**src/rtl/tsc_pkg.sv**
```systemverilog
// Shared types and default constants for the triggered sample capture (TSC) block.
// Optional feature macro: TSC_EDGE_TRIG_EN (see tsc.sv).
package tsc_pkg;

   typedef enum logic [2:0] {
      IDLE,
      RUNNING,
      TRIGGERED,
      DONE,
      SENDING
   } tscState_t;

   localparam int         TSC_DEFAULT_DEPTH      = 32;
   localparam logic [7:0] TSC_DEFAULT_TRIG_LEVEL = 8'hD0;
   localparam int         TSC_DEFAULT_POST_TRIG  = 16;

endpackage

```
**src/rtl/tsc_ring_buffer.sv**
```systemverilog
// Circular byte store for the TSC: one write port with a wrapping write pointer,
// and an asynchronous read port addressed relative to the write pointer so the
// sender can walk from the oldest byte (offset 0) to the newest (offset DEPTH-1).
module tsc_ring_buffer
   import tsc_pkg::*;
#(
   parameter int DEPTH = TSC_DEFAULT_DEPTH
) (
   input  logic                     clk,
   input  logic                     reset,
   input  logic                     i_wrEn,
   input  logic [7:0]               i_wrData,
   input  logic [$clog2(DEPTH)-1:0] i_rdOffset,
   output logic [$clog2(DEPTH)-1:0] o_wrPtr,
   output logic [7:0]               o_rdData
);

   localparam int AW = $clog2(DEPTH);

   logic [7:0]    r_mem [DEPTH];
   logic [AW-1:0] r_wrPtr;
   logic [AW-1:0] w_rdAddr;

   // Write pointer advances on every stored byte and wraps naturally at DEPTH.
   always_ff @(posedge clk or negedge reset) begin
      if (!reset) begin
         r_wrPtr <= '0;
      end else if (i_wrEn) begin
         r_wrPtr <= r_wrPtr + AW'(1);
      end
   end

   // Storage itself is never cleared; stale bytes are simply overwritten.
   always_ff @(posedge clk) begin
      if (i_wrEn) begin
         r_mem[r_wrPtr] <= i_wrData;
      end
   end

   assign w_rdAddr = r_wrPtr + i_rdOffset;
   assign o_rdData = r_mem[w_rdAddr];
   assign o_wrPtr  = r_wrPtr;

endmodule

```
**src/rtl/tsc.sv**
```systemverilog
// TSC top: captures ADC samples into a ring buffer until a trigger plus a fixed
// number of post-trigger samples, then serialises the frozen buffer MSB-first,
// oldest byte first, on SD when SBF is requested.
// Optional feature macro: TSC_EDGE_TRIG_EN -- when defined the trigger needs a
// rising crossing (previous stored sample below the level); otherwise any stored
// sample at or above the level triggers.
module tsc
   import tsc_pkg::*;
#(
   parameter int         DEPTH      = TSC_DEFAULT_DEPTH,
   parameter logic [7:0] TRIG_LEVEL = TSC_DEFAULT_TRIG_LEVEL,
   parameter int         POST_TRIG  = TSC_DEFAULT_POST_TRIG
) (
   input  logic       clk,
   input  logic       reset,
   input  logic       start,
   input  logic       SBF,
   input  logic       rdy,
   input  logic [7:0] dat,
   output logic       req,
   output logic       CD,
   output logic       TRD,
   output logic       SD
);

   localparam int            AW        = $clog2(DEPTH);
   localparam logic [AW-1:0] POST_LAST = AW'(POST_TRIG - 1);
   localparam logic [AW-1:0] BYTE_LAST = AW'(DEPTH - 1);

   tscState_t     r_state;
   tscState_t     w_nextState;
   logic [AW-1:0] r_postCnt;
   logic [AW-1:0] r_byteCnt;
   logic [2:0]    r_bitCnt;
   logic [AW-1:0] w_wrPtr;
   logic [7:0]    w_rdData;
   logic          w_capture;
   logic          w_levelHit;
   logic          w_trigHit;
   logic          w_postDone;
   logic          w_sendLast;

   assign w_capture  = rdy && ((r_state == RUNNING) || (r_state == TRIGGERED));
   assign w_levelHit = (dat >= TRIG_LEVEL);
   assign w_postDone = (r_postCnt == POST_LAST);
   assign w_sendLast = (r_bitCnt == 3'd7) && (r_byteCnt == BYTE_LAST);

`ifdef TSC_EDGE_TRIG_EN
   logic [7:0] r_prevSample;

   // Remember the last stored sample so the trigger can demand a rising crossing.
   always_ff @(posedge clk or negedge reset) begin
      if (!reset) begin
         r_prevSample <= 8'h00;
      end else if (w_capture) begin
         r_prevSample <= dat;
      end
   end

   assign w_trigHit = w_levelHit && (r_prevSample < TRIG_LEVEL);
`else
   assign w_trigHit = w_levelHit;
`endif

   tsc_ring_buffer #(
      .DEPTH (DEPTH)
   ) u_ringBuffer (
      .clk        (clk),
      .reset      (reset),
      .i_wrEn     (w_capture),
      .i_wrData   (dat),
      .i_rdOffset (r_byteCnt),
      .o_wrPtr    (w_wrPtr),
      .o_rdData   (w_rdData)
   );

   // State register.
   always_ff @(posedge clk or negedge reset) begin
      if (!reset) begin
         r_state <= IDLE;
      end else begin
         r_state <= w_nextState;
      end
   end

   // Next-state decode; start beats SBF in DONE, and SBF is only looked at there.
   always_comb begin
      w_nextState = r_state;
      case (r_state)
         IDLE: begin
            if (start) w_nextState = RUNNING;
         end
         RUNNING: begin
            if (rdy && w_trigHit) begin
               w_nextState = (POST_TRIG == 1) ? DONE : TRIGGERED;
            end
         end
         TRIGGERED: begin
            if (rdy && w_postDone) w_nextState = DONE;
         end
         DONE: begin
            if (start)    w_nextState = RUNNING;
            else if (SBF) w_nextState = SENDING;
         end
         SENDING: begin
            if (w_sendLast) w_nextState = IDLE;
         end
         default: w_nextState = IDLE;
      endcase
   end

   // Post-trigger count: the trigger sample itself is sample 1.
   always_ff @(posedge clk or negedge reset) begin
      if (!reset) begin
         r_postCnt <= '0;
      end else if (r_state == RUNNING) begin
         r_postCnt <= (rdy && w_trigHit) ? AW'(1) : '0;
      end else if ((r_state == TRIGGERED) && rdy) begin
         r_postCnt <= r_postCnt + AW'(1);
      end
   end

   // Serializer position: bit within byte, then byte offset from the oldest slot.
   always_ff @(posedge clk or negedge reset) begin
      if (!reset) begin
         r_bitCnt  <= 3'd0;
         r_byteCnt <= '0;
      end else if (r_state == SENDING) begin
         r_bitCnt <= r_bitCnt + 3'd1;
         if (r_bitCnt == 3'd7) r_byteCnt <= r_byteCnt + AW'(1);
      end else begin
         r_bitCnt  <= 3'd0;
         r_byteCnt <= '0;
      end
   end

   // Moore outputs decoded from the state so reset clears them immediately.
   always_comb begin
      req = (r_state == RUNNING) || (r_state == TRIGGERED);
      CD  = (r_state == DONE) || (r_state == SENDING);
      TRD = (r_state == TRIGGERED) || (r_state == DONE) || (r_state == SENDING);
      SD  = (r_state == SENDING) && w_rdData[3'd7 - r_bitCnt];
   end

   // The pointer is only consumed inside the ring buffer's read addressing.
   logic w_unusedPtr;
   assign w_unusedPtr = ^w_wrPtr;

endmodule

```
**config.mk**
```make
export PLATFORM = sky130hd
export DESIGN_NAME = tsc
export DESIGN_NICKNAME = d
export VERILOG_FILES = /design/src/rtl/tsc_pkg.sv /design/src/rtl/tsc_ring_buffer.sv /design/src/rtl/tsc.sv
export SDC_FILE = /design/constraint.sdc
export NUM_CORES = 1
export LEC_CHECK = 0
export CORE_MARGIN = 4
export CORE_UTILIZATION = 50
export DETAILED_ROUTE_END_ITERATION = 16
export PLACE_DENSITY = 0.69
export SETUP_SLACK_MARGIN = 0.5
export SYNTH_ARGS = -nofsm -noshare
export SYNTH_HDL_FRONTEND = slang
export SYNTH_SLANG_ARGS = --single-unit
```
**constraint.sdc**
```tcl
create_clock -name clk -period 3.67 [get_ports clk]
set_input_delay 0.734 -clock clk [delete_from_list [all_inputs] [get_ports clk]]
set_output_delay 0.734 -clock clk [all_outputs]
set_load 0.01 [all_outputs]
```
==> results of run 1 <==
through the flow:
step	power [uW]	instance area (um2)	setup WS, ns
global route	10100	13500	-1.12
finish	9670	13500	-1.01
global placement	6740	12500	-0.711
detailed placement	6830	12500	-0.752
floorplan	5580	11300	-0.144
CTS	9700	13500	-1.06
cell usage after synthesis, types with 3 or more instances:
library cell | number | share of area, %
a21oi_1 | 9 | 0.40
xor2_1 | 3 | 0.23
nor3_1 | 6 | 0.27
nand3_1 | 9 | 0.40
nand2_1 | 24 | 0.80
buf_2 | 9 | 0.40
nor2_1 | 55 | 1.8
and3_1 | 3 | 0.17
buf_4 | 3 | 0.20
mux4_2 | 70 | 14
o21ai_0 | 11 | 0.49
clkbuf_1 | 16 | 0.53
nand4_1 | 5 | 0.28
xnor2_1 | 9 | 0.70
a21o_1 | 3 | 0.20
o22ai_1 | 3 | 0.17
and2_1 | 3 | 0.17
inv_1 | 10 | 0.33
mux2i_1 | 23 | 2.0
edfxtp_1 | 256 | 68
nor2b_1 | 3 | 0.17
ha_1 | 14 | 1.6
dfrtp_1 | 21 | 4.7
power by group through the flow:
stage	Sequential, uW	Combinational, uW	Clock [uW]
after global placement	3750	2990	0
after detailed placement	3760	3080	0
after CTS	3690	3230	2780
after floorplan	3720	1870	0
final	3700	3230	2740
after global routing	3710	3450	2920
state kept, by name, summed over array words and instances, names as in the netlist:
| register | flops |
|---|---|
| r_postCnt | 5 |
| r_state | 3 |
| u_ringBuffer.o_wrPtr | 5 |
| r_byteCnt | 5 |
| r_bitCnt | 3 |
| u_ringBuffer.r_mem | 256 |
what timing repair did:
| action | in CTS | in global routing |
|---|---|---|
| setup endpoints to repair | 2 | 3 |
| hold buffers | 0 | 0 |
| pin swaps | 5 | 3 |
| setup buffers | 3 | 2 |
| gates cloned | 1 | 0 |
| gates resized for setup | 16 | 3 |
layout by cell type, fill, tap and decap left out, drive strengths merged, types with 3 or more instances in the layout:
| cell type | Yosys | final |
|---|---|---|
| nor2 | 55 | 55 |
| nand2 | 24 | 24 |
| mux4 | 70 | 70 |
| nand3 | 9 | 9 |
| clkbuf | 16 | 32 |
| inv | 10 | 10 |
| clkdlybuf4s50 | 0 | 15 |
| a21oi | 9 | 9 |
| nor2b | 3 | 3 |
| a21o | 3 | 3 |
| dfrtp | 21 | 21 |
| o21ai | 11 | 11 |
| o22ai | 3 | 3 |
| and2 | 4 | 4 |
| nand4 | 5 | 5 |
| xor2 | 3 | 3 |
| bufinv | 0 | 3 |
| nor3 | 6 | 6 |
| edfxtp | 256 | 256 |
| mux2i | 23 | 23 |
| xnor2 | 9 | 9 |
| clkinv | 1 | 16 |
| buf | 14 | 97 |
| and3 | 3 | 3 |
| ha | 14 | 14 |
worst paths after layout:
check	start	endpoint	slack, ns	cells after the start
worst max-delay path	r_byteCnt[0]	SD	-1.01	13
worst min-delay path	r_postCnt[4]	r_postCnt[4]	0.58	2
worst max register to register	r_state[0]	u_ringBuffer.r_mem[11][1]	1.09	6
worst min register to register	r_postCnt[4]	r_postCnt[4]	0.58	2
max in group asynchronous	reset	r_postCnt[1]	2.31	1
min in group asynchronous	reset	r_bitCnt[0]	0.75	1
worst max-delay path, stage by stage, from the launching register on:
cell and delay [ns]:
dfrtp_1 0.37, ha_2 0.19, inv_2 0.04, fa_2 0.38, xnor2_4 0.21, buf_6 0.13
buf_12 0.13, mux4_2 0.51, mux4_2 0.48, mux2_4 0.29, or3_1 0.31, nand4_1 0.12
o2bb2ai_2 0.08, buf_2 0.15
area by class of cell:
| cell class | instances | area, um2 | area share (%) |
|---|---|---|---|
| Sequential cell | 277 | 8210 | 60.9 |
| Multi-Input combinational cell | 280 | 3000 | 22.3 |
| Timing Repair Buffer | 112 | 991 | 7.35 |
| Clock buffer | 32 | 716 | 5.31 |
| Tap cell | 280 | 350 | 2.60 |
| Clock inverter | 18 | 164 | 1.22 |
| Inverter | 11 | 42.5 | 0.316 |
per-layer routing:
layer / global-route usage [%] / vias to the layer above / wire (um)
met4: 4.71 / 0 / 566
met3: 3.94 / 39 / 1850
met1: 29.7 / 3154 / 10400
li1: - / 2615 / -
met5: 0 / - / 0
met2: 34.3 / 229 / 12700
cell families after synthesis:
family / synth area share (%)
and+or+nand+nor: 4.82
xor gates and xnor gates: 0.930
buffers and inverters: 1.56
DFF: 72.7
muxes: 16.2
adders and majority gates: 1.73
AOI/OAI and AO/OA: 2.10
==> flow_metrics.env, run 1 <==
export IMPL_slew_viol_final=0
export IMPL_gp_congestion=0.858
export IMPL_violations="setup timing"
export IMPL_cts_inserted_buffers=28
export IMPL_ir_worst_vdd_mv=0.418
export IMPL_drc=0
export IMPL_p_leak_uw=0.00461
export IMPL_syn_instance_count=598
export IMPL_required_ns=2.94
export IMPL_power_share_combinational_pct=33.4
export IMPL_timing_hold_ws_ns=0.575
export IMPL_ys_warn_count=0
export IMPL_hold_path_class="flip-flop to flip-flop"
export IMPL_clkSinkCount=277
export IMPL_nFillCells=1540
export IMPL_period_minus_slack_ns=4.68
export IMPL_synth_seq_area_share_pct=72.7
export IMPL_skew_ns=0.0138
export IMPL_final_period_utilization_pct=128
export IMPL_status="complete, but fails checks"
export IMPL_port_buffers=16
export IMPL_syn_nets=626
export IMPL_path_class="flip-flop to output port"
export IMPL_internal_power_uw=6850
export IMPL_clk_latency_ns=0.54
export IMPL_post_dp_hpwl_mm=16.6
export IMPL_rsz0062_at_grt="true"
export IMPL_hold_viol_final=0
export IMPL_syn_area_um2=11300
export IMPL_synth_cell_types=44
export IMPL_tns_ns=-1.01
export IMPL_cp_end_kind="output port"
export IMPL_p_sw_share_pct=29.2
export IMPL_ys_flop_type="edfxtp_1"
export IMPL_nets=738
export IMPL_pwr_share_seq_pct=38.2
export IMPL_drive_above_1_share_pct=30.4
export IMPL_dp_cells=954
export IMPL_die_x_um=158
export IMPL_grt_pass1_vias=6297
export IMPL_routed_wl_mm=25.4
export IMPL_clk_pin_slew_worst_paths_ns=0.07
export IMPL_die_h_um=158
export IMPL_vias=6037
export IMPL_critPathMaxFanout=8
export IMPL_ioPinCount=17
export IMPL_crit_path_start_kind="flip-flop"
export IMPL_synth_area_per_cell_um2=18.9
export IMPL_fin_cells=1010
export IMPL_clk_path_buf_depth=3
export IMPL_cts_root_buf="clkbuf_16"
export IMPL_tightest_slew_ns=1.18
export IMPL_htreeDepth=1
export IMPL_synth_seq_cells=277
export IMPL_final_util_pct=61.2
export IMPL_p_switching_uw=2820
export IMPL_fmax_mhz=214
export IMPL_cap_violations=0
export IMPL_grt_max_degree=34
export IMPL_pwr_share_clk_pct=28.3
export IMPL_ys_async_sr_fraction_pct=7.58
export IMPL_fp_row_count=54
export IMPL_cts_tree="built"
export IMPL_antenna_found_initial=0
export IMPL_drt_iter0_markers=571
export IMPL_antennaDiodeCount=0
export IMPL_grt_usage_pct=20.9
export IMPL_gr_total_overflow=0
export IMPL_die_area_um2=25100
export IMPL_crit_arrival_ns=3.95
export IMPL_ant_nets=0
export IMPL_relSlewSlack_pct=21.0
export IMPL_syn_to_final_growth_pct=19.3
export IMPL_coreArea_um2=22000
export IMPL_start_util_pct=51.3
export IMPL_setup_viol=1
export IMPL_p_per_area_nw_per_um2=717
export IMPL_grt_pass1_wl_mm=38.8
export IMPL_wl_per_cell_um=25.2
export IMPL_synth_edf_count=256
export IMPL_vias_per_cell=5.98
export IMPL_dr_pass1_iters=4
export IMPL_worst_slack_ns=-1.01
Power figures use the tool's default switching activity.
==> run 2: changes to the inputs <==
- SLEW_MARGIN: unset -> 20
==> flow_metrics.env, run 2 (synthesis gave the netlist of run 1 again) <==
export IMPL_status="complete, but fails checks"
export IMPL_violations="setup timing"
export IMPL_fp_row_count=54
export IMPL_grt_pass1_vias=6297
export IMPL_gp_congestion=0.858
export IMPL_tightest_slew_ns=1.02
export IMPL_largest_register="u_ringBuffer.r_mem"
export IMPL_hold_path_class="input port to asynchronous set/reset pin"
export IMPL_vias_per_cell=6.00
export IMPL_coreArea_um2=22000
export IMPL_die_x_um=158
export IMPL_vias=6064
export IMPL_die_area_um2=25100
export IMPL_ir_worst_vdd_mv=0.418
export IMPL_port_buffers=16
export IMPL_finalInstanceArea_um2=13500
export IMPL_dp_worst_setup_slack_ns=-0.752
export IMPL_timing_critical_path_mode_cell="mux4_2"
export IMPL_slew_viol_final=0
export IMPL_cp_end_kind="output port"
export IMPL_wl_per_cell_um=25.2
export IMPL_p_leak_uw=0.00461
export IMPL_p_per_area_nw_per_um2=719
export IMPL_setup_viol=1
export IMPL_drc=0
export IMPL_cts_inserted_buffers=28
export IMPL_largest_reg_flops=256
export IMPL_ioPinCount=17
export IMPL_gr_total_overflow=0
export IMPL_syn_to_final_growth_pct=19.2
export IMPL_fin_cells=1010
export IMPL_path_class="flip-flop to output port"
export IMPL_antenna_found_initial=0
export IMPL_critPathMaxFanout=8
export IMPL_slowest_delay_ns=0.52
export IMPL_clk_pin_slew_worst_paths_ns=0.06
export IMPL_crit_path_top_delay_cell="mux4_2"
export IMPL_total_power_uw=9680
export IMPL_skew_ns=0.0138
export IMPL_relSlewSlack_pct=31.9
export IMPL_crit_path_start_kind="flip-flop"
export IMPL_ant_nets=0
export IMPL_clk_path_buf_depth=3
export IMPL_final_period_utilization_pct=127
export IMPL_die_h_um=158
export IMPL_rsz0062_at_grt="true"
export IMPL_routed_wl_mm=25.5
export IMPL_antennaDiodeCount=0
export IMPL_ff2ff_path_depth=6
export IMPL_cap_violations=0
export IMPL_post_dp_hpwl_mm=16.6
export IMPL_final_common_cell="edfxtp_1"
export IMPL_grt_max_degree=34
export IMPL_cts_tree="built"
export IMPL_cts_root_buf="clkbuf_16"
export IMPL_start_util_pct=51.3
export IMPL_period_minus_slack_ns=4.68
export IMPL_hold_viol_final=0
export IMPL_drt_iter0_markers=570
export IMPL_nets=738
export IMPL_clkSinkCount=277
export IMPL_dp_cells=954
export IMPL_fmax_mhz=214
export IMPL_worst_slack_ns=-1.01
export IMPL_drive_above_1_share_pct=30.8
export IMPL_htreeDepth=1
export IMPL_final_cell_mix="edfxtp_1 (256), buf_4 (86), mux4_2 (70), nor2_1 (54), clkbuf_16 (28)"
export IMPL_crit_chain="ha_2, inv_2, fa_2, xnor2_4, buf_6, buf_12, mux4_2, mux4_2, mux2_4, or3_1, nand4_1, o2bb2ai_2, buf_2"
export IMPL_crit_arrival_ns=3.94
export IMPL_postPlaceCellArea_um2=12500
export IMPL_grt_usage_pct=20.9
export IMPL_timing_hold_ws_ns=0.159
export IMPL_nFillCells=1543
export IMPL_clk_latency_ns=0.54
export IMPL_required_ns=2.94
export IMPL_grt_pass1_wl_mm=38.8
export IMPL_dr_pass1_iters=4
[run 2: layer usage]
layer	track usage, %	share of wire, %	vias up
li1	-	-	2615
met1	29.7	40	3155
met2	34.3	50	255
met3	3.94	8.0	39
met4	4.71	2.2	0
met5	0	0	-
[run 2: repair_timing]
item | 4_1_cts | 5_1_grt
endpoints found under the setup margin | 2 | 3
hold buffers | 0 | 0
pin swaps | 5 | 3
buffers inserted | 3 | 2
resized for setup | 16 | 3
gates cloned | 1 | 0
[run 2: area by class of cell]
class | instances | area, um2 | share of cell area, %
Inverter | 11 | 42.5 | 0.316
Timing Repair Buffer | 112 | 976 | 7.25
Clock inverter | 18 | 164 | 1.22
Tap cell | 280 | 350 | 2.60
Sequential cell | 277 | 8210 | 61.0
Clock buffer | 32 | 716 | 5.31
Multi-Input combinational cell | 280 | 3000 | 22.3
[run 2: worst paths after layout]
| check | from | endpoint | slack [ns] |
|---|---|---|---|
| worst max register to register | r_state[0] | u_ringBuffer.r_mem[11][1] | 1.09 |
| worst max-delay path | r_byteCnt[0] | SD | -1.01 |
| min in group clk | r_postCnt[4] | r_postCnt[4] | 0.58 |
| max in group asynchronous | reset | r_postCnt[1] | 3.17 |
| worst min-delay path | reset | u_ringBuffer.o_wrPtr[4] | 0.16 |
| worst min register to register | r_postCnt[4] | r_postCnt[4] | 0.58 |
[run 2: worst max-delay path, delay by kind of cell, from the launching register on]
kind	cells	cell delay [ns]
compound gates	1	0.08
fa+ha+maj	2	0.57
mux	3	1.28
xor+xnor	1	0.21
buf+inv	4	0.45
simple gates	2	0.43
flops	1	0.37
[run 2: report_power, final]
group | total, uW | switching [uW] | internal [uW]
Clock | 2750 | 1150 | 1600
Combinational | 3240 | 1600 | 1640
Sequential | 3690 | 83.6 | 3610
[run 2: metrics by stage]
step | utilization, % | TNS (ns)
4_1_cts | 61.1 | -1.06
6_report | 61.1 | -1.01
2_1_floorplan | - | -0.144
5_1_grt | 61.1 | -1.12
3_5_place_dp | 56.6 | -0.752
3_3_place_gp | 56.6 | -0.711
